--- src/rtl/muldiv_ctrl_if.sv ---
// rtl/muldiv_ctrl_if.sv - EX-stage HI/LO op, multiplier, divider and HI/LO write bundle
//
// Carries the signals between EX decode, the mul/div units and the HI/LO
// write port. The slave modport is the controller side. The master modport
// is the surrounding EX stage plus the multiplier and divider units.
//   op_valid/op_sel/src_a/src_b : decoded HI/LO op and rs/rt operand values
//   ex_hold/flush                : later-stage stall and kill of the in-flight op
//   stallreq                     : stop IF..EX while the result is pending
//   mul_*                        : multiplier operands, signedness and product
//   div_*                        : divider start/annul/operands/ready/result
//   hi_we/lo_we/hi_wdata/lo_wdata: registered HI/LO write port
//   busy                         : controller is not idle
interface muldiv_ctrl_if;
  logic        op_valid;
  logic [5:0]  op_sel;
  logic [31:0] src_a;
  logic [31:0] src_b;
  logic        ex_hold;
  logic        flush;
  logic        stallreq;
  logic        mul_signed;
  logic [31:0] mul_a;
  logic [31:0] mul_b;
  logic [63:0] mul_result;
  logic        div_start;
  logic        div_signed;
  logic        div_annul;
  logic [31:0] div_a;
  logic [31:0] div_b;
  logic        div_ready;
  logic [63:0] div_result;
  logic        hi_we;
  logic        lo_we;
  logic [31:0] hi_wdata;
  logic [31:0] lo_wdata;
  logic        busy;

  modport slave (
    input  op_valid, op_sel, src_a, src_b, ex_hold, flush,
    input  mul_result, div_ready, div_result,
    output stallreq, mul_signed, mul_a, mul_b,
    output div_start, div_signed, div_annul, div_a, div_b,
    output hi_we, lo_we, hi_wdata, lo_wdata, busy
  );

  modport master (
    output op_valid, op_sel, src_a, src_b, ex_hold, flush,
    output mul_result, div_ready, div_result,
    input  stallreq, mul_signed, mul_a, mul_b,
    input  div_start, div_signed, div_annul, div_a, div_b,
    input  hi_we, lo_we, hi_wdata, lo_wdata, busy
  );
endinterface

--- src/rtl/muldiv_ctrl.sv ---
// rtl/muldiv_ctrl.sv - HI/LO multiply/divide sequencing controller for EX
//
// Accepts one decoded HI/LO op (div, divu, mult, multu, mtlo, mthi) and
// launches the clocked multiplier or the iterative divider. It holds the
// pipeline via stallreq until the result exists and then issues a one-cycle
// registered HI/LO write.
// Ports:
//   clk : rising-edge clock
//   rst : synchronous active-high reset
//   bus : muldiv_ctrl_if.slave (op decode, mul/div unit handshakes, HI/LO write)
// Parameter:
//   MUL_CYCLES : fixed multiplier latency, 1..15
// Optional feature macro:
//   DIV_ZERO_FAST_EN : a divide with a zero divisor bypasses the divider and
//                      commits HI=src_a, LO=32'hFFFF_FFFF after a 1-cycle stall
module muldiv_ctrl #(
  parameter int MUL_CYCLES = 2
) (
  input  logic           clk,
  input  logic           rst,
  muldiv_ctrl_if.slave   bus
);
  localparam logic STOP    = 1'b1;
  localparam logic NO_STOP = 1'b0;

  typedef enum logic [1:0] {IDLE, MUL, DIV, DONE} state_t;

  state_t      state, state_nxt;
  logic [3:0]  cnt;
  logic [31:0] opa, opb;
  logic        sgn;
  logic        hi_we_q, lo_we_q;
  logic [31:0] hi_q, lo_q;

  logic accept, is_mul, is_div, div_zero, mul_last, div_done;
  logic stallreq_c, div_start_c, div_annul_c;

  // op_sel is one-hot {div, divu, mult, multu, mtlo, mthi}
  always_comb begin
    accept = (state == IDLE) && bus.op_valid && !bus.flush && !rst;
    is_mul = bus.op_sel[3] | bus.op_sel[2];
    is_div = bus.op_sel[5] | bus.op_sel[4];
`ifdef DIV_ZERO_FAST_EN
    div_zero = is_div && (bus.src_b == 32'd0);
`else
    div_zero = 1'b0;
`endif
    // flush beats a result arriving in the same cycle
    mul_last = (state == MUL) && (cnt == 4'd1) && !bus.flush;
    div_done = (state == DIV) && bus.div_ready && !bus.flush;
  end

  always_ff @(posedge clk) begin
    if (rst) state <= IDLE;
    else     state <= state_nxt;
  end

  always_comb begin
    state_nxt = state;
    case (state)
      IDLE: begin
        if (accept && is_mul)      state_nxt = MUL;
        else if (accept && is_div) state_nxt = div_zero ? DONE : DIV;
      end
      MUL:     if (cnt == 4'd1)    state_nxt = DONE;
      DIV:     if (bus.div_ready)  state_nxt = DONE;
      DONE:    if (!bus.ex_hold)   state_nxt = IDLE;
      default:                     state_nxt = IDLE;
    endcase
    if (bus.flush) state_nxt = IDLE;
  end

  always_comb begin
    stallreq_c  = NO_STOP;
    div_start_c = 1'b0;
    div_annul_c = 1'b0;
    case (state)
      IDLE: if (accept && (is_mul || is_div)) stallreq_c = STOP;
      MUL:  stallreq_c = STOP;
      DIV: begin
        stallreq_c  = STOP;
        div_start_c = !bus.flush;
        div_annul_c = bus.flush;
      end
      default: ;
    endcase
  end

  // Operand latch, latency counter and the registered HI/LO write port.
  // Strobes default low so each write lasts exactly one cycle.
  always_ff @(posedge clk) begin
    if (rst) begin
      cnt     <= 4'd0;
      opa     <= 32'd0;
      opb     <= 32'd0;
      sgn     <= 1'b0;
      hi_we_q <= 1'b0;
      lo_we_q <= 1'b0;
      hi_q    <= 32'd0;
      lo_q    <= 32'd0;
    end else begin
      hi_we_q <= 1'b0;
      lo_we_q <= 1'b0;
      if (state == MUL) cnt <= cnt - 4'd1;
      if (accept && (is_mul || is_div)) begin
        opa <= bus.src_a;
        opb <= bus.src_b;
        sgn <= bus.op_sel[5] | bus.op_sel[3];
        if (is_mul) cnt <= 4'(MUL_CYCLES);
      end
      if (accept && bus.op_sel[0]) begin
        hi_we_q <= 1'b1;
        hi_q    <= bus.src_a;
      end
      if (accept && bus.op_sel[1]) begin
        lo_we_q <= 1'b1;
        lo_q    <= bus.src_a;
      end
      if (accept && div_zero) begin
        hi_we_q <= 1'b1;
        lo_we_q <= 1'b1;
        hi_q    <= bus.src_a;
        lo_q    <= 32'hFFFF_FFFF;
      end
      if (mul_last) begin
        hi_we_q      <= 1'b1;
        lo_we_q      <= 1'b1;
        {hi_q, lo_q} <= bus.mul_result;
      end
      if (div_done) begin
        hi_we_q      <= 1'b1;
        lo_we_q      <= 1'b1;
        {hi_q, lo_q} <= bus.div_result;
      end
    end
  end

  assign bus.stallreq   = stallreq_c;
  assign bus.div_start  = div_start_c;
  assign bus.div_annul  = div_annul_c;
  assign bus.busy       = (state != IDLE);
  assign bus.mul_signed = sgn;
  assign bus.mul_a      = opa;
  assign bus.mul_b      = opb;
  assign bus.div_signed = sgn;
  assign bus.div_a      = opa;
  assign bus.div_b      = opb;
  assign bus.hi_we      = hi_we_q;
  assign bus.lo_we      = lo_we_q;
  assign bus.hi_wdata   = hi_q;
  assign bus.lo_wdata   = lo_q;
endmodule

--- src/flat_wrapper.sv ---
// flat-port wrapper written by rule: the top's interface ports become plain ports
module muldiv_ctrl_flat 
#(
  parameter int MUL_CYCLES = 2
)
  (clk, rst, bus_op_valid, bus_op_sel, bus_src_a, bus_src_b, bus_ex_hold, bus_flush, bus_mul_result, bus_div_ready, bus_div_result, bus_stallreq, bus_mul_signed, bus_mul_a, bus_mul_b, bus_div_start, bus_div_signed, bus_div_annul, bus_div_a, bus_div_b, bus_hi_we, bus_lo_we, bus_hi_wdata, bus_lo_wdata, bus_busy);
  muldiv_ctrl_if bus_i ();
  input  logic clk;
  input  logic rst;
  input wire logic [$bits(bus_i.op_valid)-1:0] bus_op_valid;
  input wire logic [$bits(bus_i.op_sel)-1:0] bus_op_sel;
  input wire logic [$bits(bus_i.src_a)-1:0] bus_src_a;
  input wire logic [$bits(bus_i.src_b)-1:0] bus_src_b;
  input wire logic [$bits(bus_i.ex_hold)-1:0] bus_ex_hold;
  input wire logic [$bits(bus_i.flush)-1:0] bus_flush;
  input wire logic [$bits(bus_i.mul_result)-1:0] bus_mul_result;
  input wire logic [$bits(bus_i.div_ready)-1:0] bus_div_ready;
  input wire logic [$bits(bus_i.div_result)-1:0] bus_div_result;
  output wire logic [$bits(bus_i.stallreq)-1:0] bus_stallreq;
  output wire logic [$bits(bus_i.mul_signed)-1:0] bus_mul_signed;
  output wire logic [$bits(bus_i.mul_a)-1:0] bus_mul_a;
  output wire logic [$bits(bus_i.mul_b)-1:0] bus_mul_b;
  output wire logic [$bits(bus_i.div_start)-1:0] bus_div_start;
  output wire logic [$bits(bus_i.div_signed)-1:0] bus_div_signed;
  output wire logic [$bits(bus_i.div_annul)-1:0] bus_div_annul;
  output wire logic [$bits(bus_i.div_a)-1:0] bus_div_a;
  output wire logic [$bits(bus_i.div_b)-1:0] bus_div_b;
  output wire logic [$bits(bus_i.hi_we)-1:0] bus_hi_we;
  output wire logic [$bits(bus_i.lo_we)-1:0] bus_lo_we;
  output wire logic [$bits(bus_i.hi_wdata)-1:0] bus_hi_wdata;
  output wire logic [$bits(bus_i.lo_wdata)-1:0] bus_lo_wdata;
  output wire logic [$bits(bus_i.busy)-1:0] bus_busy;
  assign bus_i.op_valid = bus_op_valid;
  assign bus_i.op_sel = bus_op_sel;
  assign bus_i.src_a = bus_src_a;
  assign bus_i.src_b = bus_src_b;
  assign bus_i.ex_hold = bus_ex_hold;
  assign bus_i.flush = bus_flush;
  assign bus_i.mul_result = bus_mul_result;
  assign bus_i.div_ready = bus_div_ready;
  assign bus_i.div_result = bus_div_result;
  assign bus_stallreq = bus_i.stallreq;
  assign bus_mul_signed = bus_i.mul_signed;
  assign bus_mul_a = bus_i.mul_a;
  assign bus_mul_b = bus_i.mul_b;
  assign bus_div_start = bus_i.div_start;
  assign bus_div_signed = bus_i.div_signed;
  assign bus_div_annul = bus_i.div_annul;
  assign bus_div_a = bus_i.div_a;
  assign bus_div_b = bus_i.div_b;
  assign bus_hi_we = bus_i.hi_we;
  assign bus_lo_we = bus_i.lo_we;
  assign bus_hi_wdata = bus_i.hi_wdata;
  assign bus_lo_wdata = bus_i.lo_wdata;
  assign bus_busy = bus_i.busy;
  muldiv_ctrl #(.MUL_CYCLES(MUL_CYCLES)) u_core (.clk(clk), .rst(rst), .bus(bus_i));
endmodule
--- config.mk ---
export PLATFORM = sky130hd
export DESIGN_NAME = muldiv_ctrl_flat
export DESIGN_NICKNAME = d
export VERILOG_FILES = /design/src/rtl/muldiv_ctrl_if.sv /design/src/rtl/muldiv_ctrl.sv /design/src/flat_wrapper.sv
export SDC_FILE = /design/constraint.sdc
export NUM_CORES = 1
export LEC_CHECK = 0
export BUFFER_PORTS_ARGS = -buffer_cell sky130_fd_sc_hd__clkbuf_2
export CAP_MARGIN = 0
export CORE_AREA = 2 2 159 161
export DETAILED_ROUTE_END_ITERATION = 8
export DIE_AREA = 0 0 161 163
export PLACE_DENSITY = 0.64
export SLEW_MARGIN = 20
export SYNTH_ARGS = -nofsm -noshare
export SYNTH_HDL_FRONTEND = slang
export SYNTH_SLANG_ARGS = --single-unit
export TNS_END_PERCENT = 30
--- constraint.sdc ---
create_clock -name clk -period 2.5 [get_ports clk]
set_input_delay 0.125 -clock clk [delete_from_list [all_inputs] [get_ports clk]]
set_output_delay 0.125 -clock clk [all_outputs]
set_load 0.01 [all_outputs]
==> results.toml, run 1 <==
[status]
status = "finished clean"

[grt]
antenna_found_initial = 0
grt_first_pass_wirelength_mm = 39.2
grt_pass1_vias = 7216
grt_max_degree = 66
grtUsageTotal_pct = 19.2
overflow = 0

[floorplanning]
die_area_um2 = 26200
rows = 58
die_w_um = 161
start_util_pct = 26.8
coreArea_um2 = 24700
die_y_um = 163
ios = 404

[yosys]
mappedNetlistArea_um2 = 6610
syn_area_per_cell_um2 = 8.09
yosysWarnings = 0
ys_ff_latch = 137
synthCells = 817
synth-edff-count = 0
synth_ff_type = "dfxtp_1"
async_reset_ff_share_pct = 0
ys_seq_area_share_pct = 41.5
ys_types = 44
synth_nets = 1029

[pwr]
power.density_nw_per_um2 = 620
power_frac_seq_pct = 38.4
power_frac_clock_pct = 47.7
finalPower_mw = 6.04
p_sw_mw = 1.58
comb_power_share_pct = 13.9
swShare_pct = 26.2
ir_worst_vdd_uv = 381
power.leakage_nw = 4.52
p_int_mw = 4.46

[critical_path]
rrSetupSlack_ns = 0.30
critPathMaxFanout = 34
cp_slowest_stage_delay_ns = 0.39
crit_required_ns = 2.85
worstSetupStartpoint = "u_core.state[1]"
cp_top_family = "buffers and inverters"
cp.arrival_ns = 2.55
reg2reg_to = "u_core.bus.hi_wdata[14]"
end_kind = "flip-flop"
worstSetupPathType = "reg2reg"
cp_common_cell = "buf_4"
timing.critical_path.cells = "inv_1, ha_1, nand4bb_2, buf_4, nor2_1, nor4b_4, buf_4, a22o_1"
cp_num_cells = 8
startpoint_type = "flip-flop"
critPathCapture = "u_core.bus.hi_wdata[14]"
crit_slowest_cell = "dfxtp_1"
reg2regPathDepth = 8
cp_num_buf_inv = 3
reg2reg_from = "u_core.state[1]"

[clocking]
cts_sinks = 137
clockBufferDepth = 2
worstSkewPairLatency_ns = 0.41
cts_tree = "built"
numCtsBuffers = 17
cts-root-buf = "clkbuf_16"
path_clk_slew_ns = 0.07
ctsHtreeMaxLevel = 4

[run]
maxCapViolations = 0

[final_layout]
insertedDiodeCount = 0
final_cells = 1532
mostFrequentLayoutCells = "clkbuf_2, dfxtp_1, nand2_1"
mostFrequentLayoutCell = "clkbuf_2"
num-fill-cells = 2569
synthToLayoutAreaGrowth_pct = 47.6
nNetsFinal = 1402
drive_gt1_share_pct = 39.3

[routing]
num_vias = 7576
routed_wl_mm = 26.5
dr.pass1.iters = 5
avgViaCountPerCell = 4.95
antenna_left = 0
drt_iter0_drc = 784
routedWlPerCell_um = 17.3
drc = 0

[placed_design]
io_buffers = 403
dp_cells = 1438
dp_hpwl_mm = 18.5
gp_congestion = 0.874

[sta]
slew_viol_final = 0
setup_viol = 0
slew_headroom_pct = 54.7
finClkSkew_ns = 0.0133
fin_tns_setup_ns = 0
final.min_clock_period_ns = 2.20
tightest_slew_ns = 0.679
hold_viol_final = 0
fin_crit_sh_pct = 87.9
rsz0062_at_grt = "no"
max_freq_ghz = 0.455

[min_path]
hp-class = "in2reg"
[worst reg2reg max path: stages, from the launching register on]
cell and delay (ns):
dfxtp_1 0.39, inv_1 0.10, ha_1 0.21, nand4bb_2 0.09, buf_4 0.36, nor2_1 0.18, nor4b_4 0.29, buf_4 0.33
a22o_1 0.20
[cells by family after synthesis]
kind of cell	after synthesis	synth area share (%)
xor+xnor	3	0.398
flops	137	41.5
simple gates	229	14.8
buf+inv	142	13.3
fa+ha+maj	8	1.52
compound gates	298	28.5
[flip-flops by register name, summed over array words and instances, names as in the netlist]
name,cells
u_core.cnt,4
u_core.bus.div_b,32
u_core.bus.lo_wdata,32
u_core.bus.div_a,32
u_core.bus.div_signed,1
u_core.state,2
u_core.bus.hi_wdata,32
u_core.bus.lo_we,1
u_core.bus.hi_we,1
[worst min-delay path by stage]
stage | slack (ns) | from | endpoint | depth (start not counted)
2_1_floorplan | 0.26 | bus_src_a[0] | u_core.bus.div_a[0] | 2
3_3_place_gp | 0.35 | bus_src_b[23] | u_core.bus.div_b[23] | 3
3_5_place_dp | 0.35 | bus_src_b[23] | u_core.bus.div_b[23] | 3
4_1_cts | 0.01 | bus_src_a[29] | u_core.bus.div_a[29] | 3
5_1_grt | 0.03 | bus_src_a[29] | u_core.bus.div_a[29] | 3
6_report | 0.02 | bus_src_a[29] | u_core.bus.div_a[29] | 3
[metal layers]
layer  global-route usage [%]  part of all wire (%)  vias to the layer above
met2                     33.7                    49                      443
met5                        0                     0                        -
li1                         -                     -                     3552
met1                     22.8                    40                     3535
met4                     7.63                   2.9                        0
met3                     4.41                   8.3                       46
[stage by stage]
step                setup slack (ns)  util [%]  cell area [um^2]  hold WS (ns)
CTS                            0.286      39.5              9750        0.0148
finish                         0.302      39.5              9750        0.0208
global route                   0.149      39.5              9750        0.0265
global placement               0.331      34.3              8460         0.347
detailed placement             0.297      34.3              8460         0.353
floorplan                      0.636         -              6610         0.261
[power groups by stage]
stage,registers [mW],clock network (mW),logic [mW]
after floorplan,2.39,0,0.370
after global placement,2.37,0,0.752
after CTS,2.32,2.95,0.838
final,2.32,2.88,0.840
after detailed placement,2.37,0,0.756
after global routing,2.33,3.06,0.909
[synthesized netlist by cell type (2+ instances only)]
cell type / n / area [um^2]
a21oi_1: 129 / 646
dfxtp_1: 137 / 2740
nor2b_1: 3 / 18.8
o21a_1: 2 / 15.0
buf_2: 31 / 155
nand4_1: 2 / 12.5
a31oi_1: 61 / 382
and2_1: 2 / 12.5
nor3_1: 4 / 20.0
nand3_1: 3 / 15.0
a22o_1: 63 / 552
ha_1: 8 / 100
nor2_1: 69 / 259
nand2_1: 135 / 507
clkbuf_1: 26 / 97.6
o21ai_0: 33 / 165
buf_4: 74 / 556
xnor2_1: 2 / 17.5
buf_6: 4 / 45.0
inv_1: 5 / 18.8
[what timing repair did]
| item | 4_1_cts | 5_1_grt |
|---|---|---|
| buffers inserted | 0 | 0 |
| endpoints found under the hold margin | 63 | 0 |
| gates resized for setup | 0 | 0 |
| hold buffers | 63 | 0 |
[final cells by class]
| class | count | area, um^2 | area share, % |
|---|---|---|---|
| timing repair buffer | 490 | 2910 | 29.8 |
| tap | 330 | 413 | 4.24 |
| multi-input combinational | 538 | 3000 | 30.8 |
| inverter | 6 | 22.5 | 0.231 |
| sequential | 137 | 2740 | 28.1 |
| clock inverter | 14 | 236 | 2.43 |
| clock buffer | 17 | 425 | 4.36 |
No activity file was read; power rests on OpenSTA's default activity.
==> run 2: changes to the inputs <==
--- a/config.mk
+++ b/config.mk
@@ -11,6 +11,7 @@
 export DETAILED_ROUTE_END_ITERATION = 8
 export DIE_AREA = 0 0 161 163
 export PLACE_DENSITY = 0.64
+export RECOVER_POWER = 100
 export SLEW_MARGIN = 20
 export SYNTH_ARGS = -nofsm -noshare
 export SYNTH_HDL_FRONTEND = slang
==> results.toml, run 2 (same netlist as run 1, synthesis figures left out) <==
[placed_design]
dp_cells = 1438
place_area_um2 = 8460
gp_congestion = 0.874
dp_hpwl_mm = 18.5
io_buffers = 403

[critical_path]
critPathMaxFanout = 34
rrSetupSlack_ns = 0.25
reg2regPathDepth = 8
cp.arrival_ns = 2.60
crit_slowest_cell = "clkbuf_4"
startpoint_type = "flip-flop"
cp_slowest_stage_delay_ns = 0.40
crit_required_ns = 2.85
end_kind = "flip-flop"
timing.critical_path.cells = "inv_1, ha_1, nand4bb_2, clkbuf_4, nor2_1, nor4b_4, buf_4, a22o_1"
worstSetupPathType = "reg2reg"

[sta]
final.min_clock_period_ns = 2.25
hold_viol_final = 0
max_freq_ghz = 0.444
slew_headroom_pct = 45.1
setup_viol = 0
fin_crit_sh_pct = 90.0
tightest_slew_ns = 0.824
rsz0062_at_grt = "no"
finClkSkew_ns = 0.0138
slew_viol_final = 0
fin_tns_setup_ns = 0

[clocking]
cts_sinks = 137
cts-root-buf = "clkbuf_16"
numCtsBuffers = 17
cts_tree = "built"
cts_resized = 0
clockBufferDepth = 2
worstSkewPairLatency_ns = 0.41
path_clk_slew_ns = 0.07
ctsHtreeMaxLevel = 4

[final_layout]
insertedDiodeCount = 0
nNetsFinal = 1402
final_cells = 1532
fin_util_pct = 38.4
num-fill-cells = 2711
final_area_um2 = 9480
multi_input_area_um2 = 2990
drive_gt1_share_pct = 22.5
mostFrequentLayoutCells = "clkbuf_2, clkbuf_1, dfxtp_1"
synthToLayoutAreaGrowth_pct = 43.5
seq_area_um2 = 2740
mostFrequentLayoutCell = "clkbuf_2"

[routing]
avgViaCountPerCell = 4.93
dr.pass1.iters = 5
routed_wl_mm = 26.6
num_vias = 7558
antenna_left = 0
routedWlPerCell_um = 17.4
drc = 0
drt_iter0_drc = 725

[grt]
grt_first_pass_wirelength_mm = 39.2
grt_pass1_vias = 7216
grt_max_degree = 66
overflow = 0
grtUsageTotal_pct = 19.2
antenna_found_initial = 0

[floorplanning]
die_w_um = 161
coreArea_um2 = 24700
start_util_pct = 26.8
ios = 404
rows = 58
die_y_um = 163
die_area_um2 = 26200

[pwr]
power.leakage_nw = 3.83
power.density_nw_per_um2 = 634
finalPower_mw = 6.01
ir_worst_vdd_uv = 381

[min_path]
hp-class = "in2reg"
hold_depth = 3

[run]
maxCapViolations = 0

[status]
status = "finished clean"
## run 2: critical path: cells and delay by family, from the launching register on
| family | cells | cell delay [ns] |
|---|---|---|
| AND/OR/NAND/NOR | 3 | 0.56 |
| buffers and inverters | 3 | 0.83 |
| adder cells (fa/ha/maj) | 1 | 0.21 |
| AO/OA/AOI/OAI | 1 | 0.19 |
| flip-flops | 1 | 0.38 |
## run 2: what timing repair did
action / in CTS / in global routing
buffers inserted: 0 / 0
hold endpoints to repair: 63 / 0
hold buffers: 63 / 0
## run 2: per-layer routing
metal  vias to the layer above  part of all wire (%)  global-route usage, %
li1                       3543                     -                      -
met1                      3524                    40                   22.8
met2                       446                    49                   33.7
met3                        45                   7.9                   4.41
met4                         0                   2.9                   7.63
met5                         -                     0                      0
## run 2: cell type report
cell class	count	share of cell area, %
clock buffers	17	4.49
clock inverters	14	2.50
inverters	6	0.238
multi-input cells	538	31.6
flip-flops and latches	137	28.9
well taps	330	4.36
repair buffers	490	27.9
## run 2: stage by stage
| step | hold WS, ns | setup WS (ns) |
|---|---|---|
| global route | 0.0265 | 0.0896 |
| CTS | 0.0148 | 0.286 |
| detailed placement | 0.353 | 0.297 |
| global placement | 0.347 | 0.331 |
| floorplan | 0.261 | 0.636 |
| finish | 0.0224 | 0.250 |
## run 2: power by group
part / total [mW] / internal (mW) / switching [mW]
Sequential: 2.32 / 2.26 / 0.0567
Clock: 2.89 / 1.80 / 1.08
Combinational: 0.809 / 0.360 / 0.449
Total: 6.01 / 4.42 / 1.59
## run 2: path summary, 6_finish.rpt
check / endpoint / startpoint
setup / recovery: u_core.bus.hi_wdata[14] / u_core.state[1]
hold / removal: u_core.bus.div_a[29] / bus_src_a[29]
setup reg to reg: u_core.bus.hi_wdata[14] / u_core.state[1]
hold reg to reg: u_core.bus.lo_wdata[28] / u_core.bus.lo_wdata[28]
==> run 3: changes to the inputs <==
--- a/config.mk
+++ b/config.mk
@@ -5,12 +5,13 @@
 export SDC_FILE = /design/constraint.sdc
 export NUM_CORES = 1
 export LEC_CHECK = 0
+export ABC_AREA = 1
 export BUFFER_PORTS_ARGS = -buffer_cell sky130_fd_sc_hd__clkbuf_2
 export CAP_MARGIN = 0
-export CORE_AREA = 2 2 159 161
+export CORE_AREA = 2 2 156 158
 export DETAILED_ROUTE_END_ITERATION = 8
-export DIE_AREA = 0 0 161 163
-export PLACE_DENSITY = 0.64
+export DIE_AREA = 0 0 158 160
+export PLACE_DENSITY = 0.69
 export RECOVER_POWER = 100
 export SLEW_MARGIN = 20
 export SYNTH_ARGS = -nofsm -noshare
==> results.toml, run 3 <==
[status]
status = "finished clean"

[critical_path]
reg2reg_to = "u_core.bus.hi_wdata[6]"
rrSetupSlack_ns = 0.23
reg2regPathDepth = 9
end_kind = "flip-flop"
reg2reg_from = "u_core.state[1]"
critPathMaxFanout = 42
worstSetupPathType = "reg2reg"
cp.arrival_ns = 2.62
startpoint_type = "flip-flop"
crit_required_ns = 2.85

[clocking]
cts_tree = "built"
ctsHtreeMaxLevel = 4
numCtsBuffers = 17
path_clk_slew_ns = 0.07
post-cts-setup-buffers = 0
clockBufferDepth = 2
worstSkewPairLatency_ns = 0.42
cts_sinks = 137
cts-root-buf = "clkbuf_16"
cts_resized = 0

[routing]
routed_wl_mm = 29.6
drc = 0
dr.pass1.iters = 5
drt_iter0_drc = 747
num_vias = 8560
routedWlPerCell_um = 16.7
avgViaCountPerCell = 4.83
antenna_left = 0

[sta]
setup_viol = 0
hold_viol_final = 0
fin_crit_sh_pct = 90.7
tightest_slew_ns = 0.568
max_freq_ghz = 0.441
finClkSkew_ns = 0.0153
fin_tns_setup_ns = 0
rsz0062_at_grt = "no"
fin_hold_ws_ns = 0.0177
slew_headroom_pct = 62.2
slew_viol_final = 0
final.min_clock_period_ns = 2.27

[grt]
grtUsageTotal_pct = 22.4
grt_first_pass_wirelength_mm = 43.4
met3_usage_pct = 5.05
grt_use_met2_pct = 34.1
grt_max_degree = 124
met1_usage_pct = 30.8
antenna_found_initial = 0
grt_busiest_layer = "met2"
grt_pass1_vias = 7844
overflow = 0

[min_path]
hold_start = "bus_src_a[28]"
hold_end = "u_core.bus.div_a[28]"
hold_depth = 3
hp-class = "in2reg"

[placed_design]
dp_hpwl_mm = 21.3
io_buffers = 403
gp_congestion = 0.938
place_area_um2 = 9100

[floorplanning]
coreArea_um2 = 23800
ios = 404
die_area_um2 = 25300
rows = 57
die_y_um = 160
start_util_pct = 30.7
die_w_um = 158

[pwr]
p_sw_mw = 1.76
power_frac_clock_pct = 42.9
ir_worst_vdd_uv = 333
power.density_nw_per_um2 = 600
comb_power_share_pct = 17.1
p_int_mw = 4.21
power.leakage_nw = 4.63
swShare_pct = 29.5
power_frac_seq_pct = 40.0

[yosys]
yosys-top-cells-count = "nor2_1, nand2_1, dfxtp_1, nand4_1"
synth_most_common_cell = "nor2_1"
async_reset_ff_share_pct = 0
ys_ff_latch = 137
ys_types = 26
synthMuxAreaShare_pct = 0.137
synth-simple-area-share_pct = 37.0
synthAdderAreaFrac_pct = 1.37
synth_top_area_cell = "dfxtp_1"
yosys.area.top_type_share_pct = 37.5
synthTopCellsByArea = "dfxtp_1, nor2_1, nand2_1, buf_4, nand4_1"
synth_ff_type = "dfxtp_1"
synth-xor-area-share_pct = 0.239
yosysWarnings = 0
synth-edff-count = 0
mappedNetlistArea_um2 = 7320
ys_seq_area_share_pct = 37.5
synthCells = 1086
synth_compound_area_share_pct = 8.62
synth_nets = 1298
synth_top_family_by_area = "simple AND/OR/NAND/NOR gates"
syn_area_per_cell_um2 = 6.74

[final_layout]
nNetsFinal = 1646
mostFrequentLayoutCell = "clkbuf_2"
final_area_um2 = 9950
mostFrequentLayoutCells = "clkbuf_2, nor2_1, clkbuf_1"
synthToLayoutAreaGrowth_pct = 36.0
insertedDiodeCount = 0
num-fill-cells = 2648
multi_input_area_um2 = 3480
seq_area_um2 = 2740
drive_gt1_share_pct = 21.8

[run]
maxCapViolations = 0
==> run 3: cell count changes after synthesis, moves of 53 or more <==
cell | before | now
a21oi_1 | 129 | 36
a22o_1 | 63 | 0
a31oi_1 | 61 | 0
inv_1 | 5 | 67
nand2_1 | 135 | 188
nand3_1 | 3 | 68
nand4_1 | 2 | 75
nor2_1 | 69 | 203
or2_2 | 1 | 56
==> run 3: metrics by stage <==
step / util (%) / worst slack [ns] / power [mW] / std cells
after floorplan: - / 0.882 / 2.99 / 1086
after global placement: 38.2 / 0.322 / 3.42 / 1687
after detailed placement: 38.2 / 0.343 / 3.43 / 1687
after CTS: 42.9 / 0.313 / 6.07 / 1771
after global routing: 41.8 / 0.0415 / 6.23 / 1771
final: 41.8 / 0.232 / 5.97 / 1771
==> run 3: cell type report <==
class | count | share of cell area (%)
well taps | 324 | 4.08
flip-flops and latches | 137 | 27.6
multi-input cells | 737 | 35.0
clock buffers | 19 | 4.45
clock inverters | 13 | 1.45
inverters | 70 | 2.65
repair buffers | 471 | 24.8
==> run 3: what timing repair did <==
action                                 CTS  global route
endpoints found under the hold margin   51             0
setup endpoints to repair                0             0
hold buffers                            52             0
==> run 3: cells by family (layout without fill, tap and decap cells) <==
| logic type | Yosys count | after routing |
|---|---|---|
| AO/OA/AOI/OAI | 126 | 126 |
| AND/OR/NAND/NOR | 600 | 600 |
| multiplexers | 1 | 1 |
| buffers and inverters | 212 | 573 |
| adder cells (fa/ha/maj) | 8 | 8 |
| XOR/XNOR | 2 | 2 |
| flip-flops | 137 | 137 |
==> run 3: power by group through the flow <==
stage	Combinational [mW]	Clock (mW)	Sequential (mW)
4_1_cts	1.06	2.62	2.39
3_5_place_dp	0.994	0	2.44
6_report	1.02	2.56	2.39
2_1_floorplan	0.526	0	2.47
3_3_place_gp	0.984	0	2.43
5_1_grt	1.13	2.70	2.40
==> run 3: metal layers <==
layer | wire length (um) | part of all wire (%) | up-vias
li1 | - | - | 4131
met1 | 13100 | 44 | 3948
met2 | 13200 | 45 | 424
met3 | 2450 | 8.3 | 57
met4 | 901 | 3.0 | 0
met5 | 0 | 0 | -
==> run 3: worst max path at each step <==
stage	from	slack, ns	to	cells after the start
finish	u_core.state[1]	0.23	u_core.bus.hi_wdata[6]	9
global route	u_core.state[1]	0.04	u_core.bus.hi_wdata[6]	9
CTS	u_core.state[1]	0.31	u_core.bus.hi_wdata[6]	9
detailed placement	u_core.state[1]	0.34	u_core.bus.hi_wdata[6]	9
global placement	u_core.state[1]	0.32	u_core.bus.hi_wdata[6]	9
floorplan	u_core.state[0]	0.88	u_core.bus.lo_wdata[27]	9
==> run 3: worst max-delay path: stages, from the launching register on <==
cell and delay [ns]:
dfxtp_1 0.34, inv_1 0.13, ha_1 0.26, inv_1 0.11, nor2_4 0.12, buf_4 0.42
nand4_1 0.32, nand3_1 0.27, nand2_1 0.08, a21oi_1 0.13
